[src/rtl/fifo_stream_out_pkg.sv]
// Shared skid-occupancy type and the room test used by the FIFO drain pop rule.
package fifo_stream_out_pkg;

  typedef logic [1:0] occ_t;

  localparam occ_t OCC_EMPTY = 2'd0;
  localparam occ_t OCC_ONE   = 2'd1;
  localparam occ_t OCC_FULL  = 2'd2;

  // A full skid only has room when its head is leaving this same cycle.
  function automatic logic skid_has_room(input occ_t occ, input logic ready);
    return (occ != OCC_FULL) || ready;
  endfunction

endpackage

[src/rtl/fifo_stream_out_skid.sv]
// Two-entry register skid buffer: push into the tail, pop from slot0, 1-cycle push-to-head.
// slot0 is only rewritten when it is popped, so a stalled head stays stable.
module stream_skid2
  import fifo_stream_out_pkg::*;
#(
  parameter int DATA_WIDTH = 16
) (
  input  logic                  clk,
  input  logic                  rst,
  input  logic                  flush,
  input  logic                  push,
  input  logic [DATA_WIDTH-1:0] push_data,
  input  logic                  pop,
  output occ_t                  occ,
  output logic [DATA_WIDTH-1:0] head
);

  logic [DATA_WIDTH-1:0] slot0;
  logic [DATA_WIDTH-1:0] slot1;
  occ_t                  occ_r;

  always_ff @(posedge clk) begin
    if (rst) begin
      occ_r <= OCC_EMPTY;
      slot0 <= '0;
      slot1 <= '0;
    end else if (flush) begin
      occ_r <= OCC_EMPTY;
    end else begin
      case (occ_r)
        OCC_EMPTY: begin
          if (push) begin
            slot0 <= push_data;
            occ_r <= OCC_ONE;
          end
        end
        OCC_ONE: begin
          if (push && pop) begin
            slot0 <= push_data;
          end else if (push) begin
            slot1 <= push_data;
            occ_r <= OCC_FULL;
          end else if (pop) begin
            occ_r <= OCC_EMPTY;
          end
        end
        default: begin
          // Full: a push is only ever offered together with a pop.
          if (pop) begin
            slot0 <= slot1;
            if (push) begin
              slot1 <= push_data;
            end else begin
              occ_r <= OCC_ONE;
            end
          end
        end
      endcase
    end
  end

  assign occ  = occ_r;
  assign head = slot0;

endmodule

[src/rtl/fifo_stream_out.sv]
// Drains a first-word-fall-through BRAM FIFO into a valid/ready stream with TLAST framing.
// Head word appears on m_valid 1 cycle after its pop; the skid sustains 1 beat/clk under backpressure.
module fifo_stream_out
  import fifo_stream_out_pkg::*;
#(
  parameter  int DATA_WIDTH   = 16,
  parameter  int PACKET_WORDS = 8,
  localparam int CNT_WIDTH    = $clog2(PACKET_WORDS + 1)
) (
  input  logic                  clk,
  input  logic                  rst,
  input  logic [DATA_WIDTH-1:0] fifo_rd_data,
  input  logic                  fifo_empty,
  output logic                  fifo_rd_en,
  output logic [DATA_WIDTH-1:0] m_data,
  output logic                  m_valid,
  output logic                  m_last,
  input  logic                  m_ready,
  input  logic                  flush,
  output logic [CNT_WIDTH-1:0]  beat_count
);

  localparam logic [CNT_WIDTH-1:0] LAST_IDX = CNT_WIDTH'(PACKET_WORDS - 1);

  logic empty_q;
  occ_t occ;
  logic xfer;
  logic last_beat;

  // BRAM read-after-write settle: the first non-empty cycle is never a pop cycle.
  always_ff @(posedge clk) begin
    if (rst) begin
      empty_q <= 1'b1;
    end else begin
      empty_q <= fifo_empty;
    end
  end

  assign fifo_rd_en = ~rst & ~fifo_empty & ~empty_q & skid_has_room(occ, m_ready) & ~flush;

  assign m_valid   = (occ != OCC_EMPTY) & ~flush;
  assign xfer      = m_valid & m_ready;
  assign last_beat = (beat_count == LAST_IDX);
  assign m_last    = m_valid & last_beat;

  always_ff @(posedge clk) begin
    if (rst || flush) begin
      beat_count <= '0;
    end else if (xfer) begin
      beat_count <= last_beat ? '0 : beat_count + CNT_WIDTH'(1);
    end
  end

  stream_skid2 #(
    .DATA_WIDTH (DATA_WIDTH)
  ) u_skid (
    .clk       (clk),
    .rst       (rst),
    .flush     (flush),
    .push      (fifo_rd_en),
    .push_data (fifo_rd_data),
    .pop       (xfer),
    .occ       (occ),
    .head      (m_data)
  );

endmodule

[config.mk]
export PLATFORM = sky130hd
export DESIGN_NAME = fifo_stream_out
export DESIGN_NICKNAME = d
export VERILOG_FILES = /design/src/rtl/fifo_stream_out_pkg.sv /design/src/rtl/fifo_stream_out_skid.sv /design/src/rtl/fifo_stream_out.sv
export SDC_FILE = /design/constraint.sdc
export NUM_CORES = 1
export LEC_CHECK = 0
export CAP_MARGIN = 20
export CORE_MARGIN = 3
export CORE_UTILIZATION = 50
export CTS_CLUSTER_SIZE = 28
export DETAILED_ROUTE_END_ITERATION = 10
export PLACE_DENSITY = 0.87
export SYNTH_ARGS = -nofsm -noshare
export SYNTH_HDL_FRONTEND = slang
export SYNTH_SLANG_ARGS = --single-unit
export TNS_END_PERCENT = 10
[constraint.sdc]
create_clock -name clk -period 2.35 [get_ports clk]
set_clock_uncertainty 0.15 [all_clocks]
set_input_delay 0.235 -clock clk [delete_from_list [all_inputs] [get_ports clk]]
set_output_delay 0.235 -clock clk [all_outputs]
set_load 0.02 [all_outputs]
## Yosys cells after proc, flatten, opt, wreduce, memory -nomap -nowiden

Index checks and enable logic that the tools add are counted.

- Flip-flop bits (word level): 39
- Latch bits: 0
- Memory bits (writable): 0
- Bits in read-only memories: 0
- Input bits: 21
- Output and inout port bits: 23
- Memories kept: 0

- Add/sub/neg operators: 1
- Multipliers: 0
- Div/mod/pow operators: 0
- Magnitude comparators: 0
- Equality and inequality tests: 8
- Shift-type cells: 0
- Multiplexer cells: 16
- Bitwise operators: 12
- Reduce and logical (&&, ||, !) cells: 11

Operators with widths:

| cell | count |
|---|---|
| 2-to-1 mux 16 bit | 6 |
| one-hot mux 16 bit (2 select lines) | 2 |
| 2-to-1 mux 2 bit | 6 |
| AND reduction 4 bit | 2 |
| bitwise AND 1 bit | 7 |
| NOT 1 bit | 5 |
| AND reduction 5 bit | 1 |
| adder 4 x 1 -> 4 bit (second input constant) | 1 |
| equality test 4 x 3 -> 1 bit (second input constant) | 1 |
| 2-to-1 mux 4 bit | 1 |
| != test 2 x 1 -> 1 bit (second input constant) | 2 |
| != test 2 bit (second input constant) | 2 |
| one-hot mux 2 bit (2 select lines) | 1 |
| nonzero test 2 bit | 2 |
| != test 3 x 1 -> 1 bit (second input constant) | 1 |
| != test 3 bit (second input constant) | 1 |
| nonzero test 3 bit | 1 |
| equality test 2 x 1 -> 1 bit (second input constant) | 1 |
| logical NOT 2 bit | 1 |
| logical OR 1 bit | 2 |
| OR reduction 2 bit | 1 |
| logical AND 1 bit | 1 |

## Logic depth before layout (Yosys ltp)

Gate-level depths: netlist of the first run.

- Depth after elaboration: 8
- Mapped depth: 6
- Mapped depth without buffers: 5

## Hierarchy

From an unflattened synthesis of the first run, not the netlist that was laid out.

- Cell total of the unflattened synthesis: 162
- Area total of the unflattened synthesis: 1730.4 µm²

By module, submodules not included:

| module | instances | cells an instance | area each (µm²) |
|---|---|---|---|
| stream_skid2 | 1 | 130 | 1466.4 |
| fifo_stream_out | 1 | 32 | 264.0 |

## Least setup slack after synthesis of the first run

No wires, ideal clock.

- Path kind: register to output
- Start point: reg beat_count[0]
- End point: out m_last
- Arrival time: 1.396 ns
- Setup slack: 0.569 ns
- Cell stages (with the launch flop): 4
- Buffers on the path: 0
- Path through: dfxtp_1 ha_1 nand2_1 nor4_1

- Longest elaborated chain between the ends: 2

RTL lines:

| element | RTL line | source |
|---|---|---|
| start, declared | fifo_stream_out.sv:20 | `output logic [CNT_WIDTH-1:0] beat_count` |
| start signal, assigned | fifo_stream_out.sv:50 | `beat_count <= last_beat ? '0 : beat_count + CNT_WIDTH'(1);` |
| equality test 4 x 3 -> 1 bit | fifo_stream_out.sv:43 | `assign last_beat = (beat_count == LAST_IDX);` |
| bitwise AND 1 bit | fifo_stream_out.sv:44 | `assign m_last = m_valid & last_beat;` |
| end, declared | fifo_stream_out.sv:17 | `output logic m_last,` |

No other way between the ends.

## Worst setup path in the final report of the first run

- Start point: in flush
- End point: out fifo_rd_en

- Longest elaborated chain between the ends: 2

RTL lines:

| element | RTL line | source |
|---|---|---|
| start, declared | fifo_stream_out.sv:19 | `input logic flush,` |
| NOT 1 bit (no source line) | -- |  |
| bitwise AND 1 bit | fifo_stream_out.sv:39 | `assign fifo_rd_en = ~rst & ~fifo_empty & ~empty_q & skid_has_room(occ, m_ready) & ~flush;` |
| end, declared | fifo_stream_out.sv:14 | `output logic fifo_rd_en,` |

No other way between the ends.

==> flow_summary.ini, run 1 <==
[timing]
finalSetupViolations = 0
tns_ns = 0
min_period_over_period_pct = 95.5
tightest_slew_ns = 0.699
drv_slew = 0
finalCriticalPeriod_ns = 2.24
rsz0062_at_grt = no
hold_violations = 0
fmax_mhz = 446
relSlewSlack_pct = 53.2

[power]
pwr_density_cell_nw_per_um2 = 525
vdd_ir_drop_max_v = 0.000340
p_leak_nw = 0.899

[setup_path]
crit_slowest_cell = clkdlybuf4s50_1
worstSetupEndpointType = output pin
cp.arrival_ns = 1.86
cp_common_cell = clkdlybuf4s50_1
path_delay_family = buffers and inverters
crit_path_start_kind = input pin
crit_buf_inv = 2
path_class = in2out
cp_max_fo = 5
cp_data_required_time_ns = 1.97
crit_path_cell_trace = clkdlybuf4s50_1 > nor4_4 > o31a_1 > clkdlybuf4s50_1
max_stage_delay_ns = 0.60

[detailed_routing]
route.detailed.drc = 0
vias = 1422
vias_per_cell = 5.37
drt_iter0_drc = 112
ant_nets = 0
dr.pass1.iters = 4
drt_wl_total_mm = 3.53
routedWlPerCell_um = 13.3

[yosys]
async_flop_share_pct = 0
syn_avg_cell_area_um2 = 10.3
ys_top_cells_by_area = dfxtp_1, mux2i_1, a211oi_2
synthCells = 175
yosys_warnings = 0
synth_fp_nets = 197
synthFlopType = dfxtp_1
synth_top_area_share_pct = 43.5
yosysUniqueCellTypes = 34
syn-cell-area_um2 = 1790
yosysTopAreaCell = dfxtp_1
ys_seq_area_share_pct = 43.5
synth_seq_cells = 39
synth_edf_count = 0

[die]
rows = 21
die-area_um2 = 4340
die_x_um = 65.9
io_pins = 44
coreArea_um2 = 3390
start_util_pct = 52.9
die_h_um = 65.9

[place]
io_buffers = 43
hpwlAfterDp_mm = 2.47
gp_congestion = 0.755
post-place-cells = 258

[grt]
grt_antenna_before_repair = 0
overflow = 0
track_usage_pct = 17.6
grt_pass1_vias = 1328
grt_pass1_wl_mm = 5.87
grt_max_degree = 35

[finish]
layout.cells.non_filler = 265
nets = 241
drive_above_1_share_pct = 16.0
fillers = 254
antennaDiodeCount = 0
syn2layout_area_growth_pct = 30.2

[clocking]
clkLatencyLatePin_ns = 0.34
tritoncts = done
cts-root-buf = clkbuf_4
clockBufferDepth = 2
cts.sinks = 39
cts_buffers = 5
path_clk_slew_ns = 0.11
htreeDepth = 2

[worst_hold_path]
hold_class = reg2reg

[outcome]
status = finished clean

[run]
max_cap_viol_count = 0
[layout make-up]
cell class                      instances  area, um^2  area share (%)
Clock buffer                            6        41.3            1.77
Clock inverter                          1        30.0            1.29
Inverter                                1        3.75           0.161
Multi-Input combinational cell        120         910            38.9
Sequential cell                        39         781            33.4
Tap cell                               46        57.6            2.46
Timing Repair Buffer                   52         513            22.0
[routing by layer]
| layer | vias up | track usage (%) | wire length [um] |
|---|---|---|---|
| met2 | 36 | 27.7 | 1720 |
| met1 | 671 | 21.9 | 1570 |
| met5 | - | 0 | 0 |
| li1 | 705 | - | - |
| met4 | 0 | 9.33 | 79 |
| met3 | 10 | 4.59 | 160 |
[registers in the layout, summed over array words and instances, names as in the netlist]
signal / flops
u_skid.slot1: 16
beat_count: 4
u_skid.head: 16
u_skid.occ: 2
empty_q: 1
[cells by family (layout without fill, tap and decap cells)]
family          after synthesis  in the layout  share of synthesized area [%]
simple gates                 55             55                           14.3
flops                        39             39                           43.5
mux                          33             33                           18.4
compound gates               30             30                           16.8
buf+inv                      16             60                           5.79
fa+ha+maj                     1              1                          0.697
xor+xnor                      1              1                          0.488
[final timing paths]
path	from	endpoint	slack, ns	cells past startpoint
hold / removal	u_skid.slot1[2]	u_skid.slot1[2]	0.35	2
setup reg to reg	u_skid.occ[1]	u_skid.slot1[3]	0.54	5
hold reg to reg	u_skid.slot1[2]	u_skid.slot1[2]	0.35	2
setup / recovery	flush	fifo_rd_en	0.11	4
[synthesized netlist by cell type, types with 2 or more instances]
cell type	number
mux2i_1	33
buf_1	2
o211ai_1	2
dfxtp_1	39
nand3_1	4
or2_2	2
nor4_1	2
buf_2	4
a211oi_2	14
a211oi_1	3
clkbuf_1	3
nor2_1	36
nand2_1	4
a21oi_1	5
buf_6	3
[metrics by stage]
| stage | hold WS [ns] | cell area, um^2 | utilization (%) | total power [mW] | setup slack, ns |
|---|---|---|---|---|---|
| final | 0.355 | 2340 | 68.9 | 1.23 | 0.106 |
| after global routing | 0.358 | 2340 | 68.9 | 1.27 | 0.00838 |
| after CTS | 0.354 | 2330 | 68.8 | 1.24 | 0.0718 |
| after detailed placement | 0.336 | 2260 | 66.7 | 0.809 | 0.0965 |
| after global placement | 0.324 | 2260 | 66.7 | 0.807 | 0.105 |
| after floorplan | 0.192 | 1790 | - | 0.747 | 0.569 |
[placed cells by master, fill, tap and decap left out, types with 2 or more instances in the layout]
master / synthesis / routed
a211oi_2: 14 / 14
dfxtp_1: 39 / 39
o211ai_1: 2 / 2
buf_4: 1 / 8
mux2i_1: 33 / 33
clkdlybuf4s50_1: 0 / 42
nand2_1: 4 / 4
a21oi_1: 5 / 5
or2_2: 2 / 2
a211oi_1: 3 / 3
nor2_1: 36 / 36
clkbuf_4: 0 / 5
nand3_1: 4 / 4
nor4_1: 2 / 2
[tightest hold or removal path, stage by stage, from the launching register on]
cell     delay (ns)
dfxtp_1        0.34
mux2i_1        0.07
nor2_1         0.07
[power by group]
part           switching [mW]  leakage [nW]  internal (mW)
clock                   0.213        0.0383          0.219
combinational          0.0568         0.545         0.0624
sequential            0.00597         0.315          0.668
[what timing repair did]
action,4_1_cts,5_1_grt
endpoints found under the hold margin,0,0
resized for setup,0,1
setup buffers,0,0
endpoints found under the setup margin,0,1
hold buffers,0,0
Power figures use the tool's default switching activity.
==> inputs of run 2 (changes only) <==
Settings changed: CAP_MARGIN 20 to unset.
==> results of run 2 <==
Same layout as run 1: the final DEF is identical, and so are final timing and power.
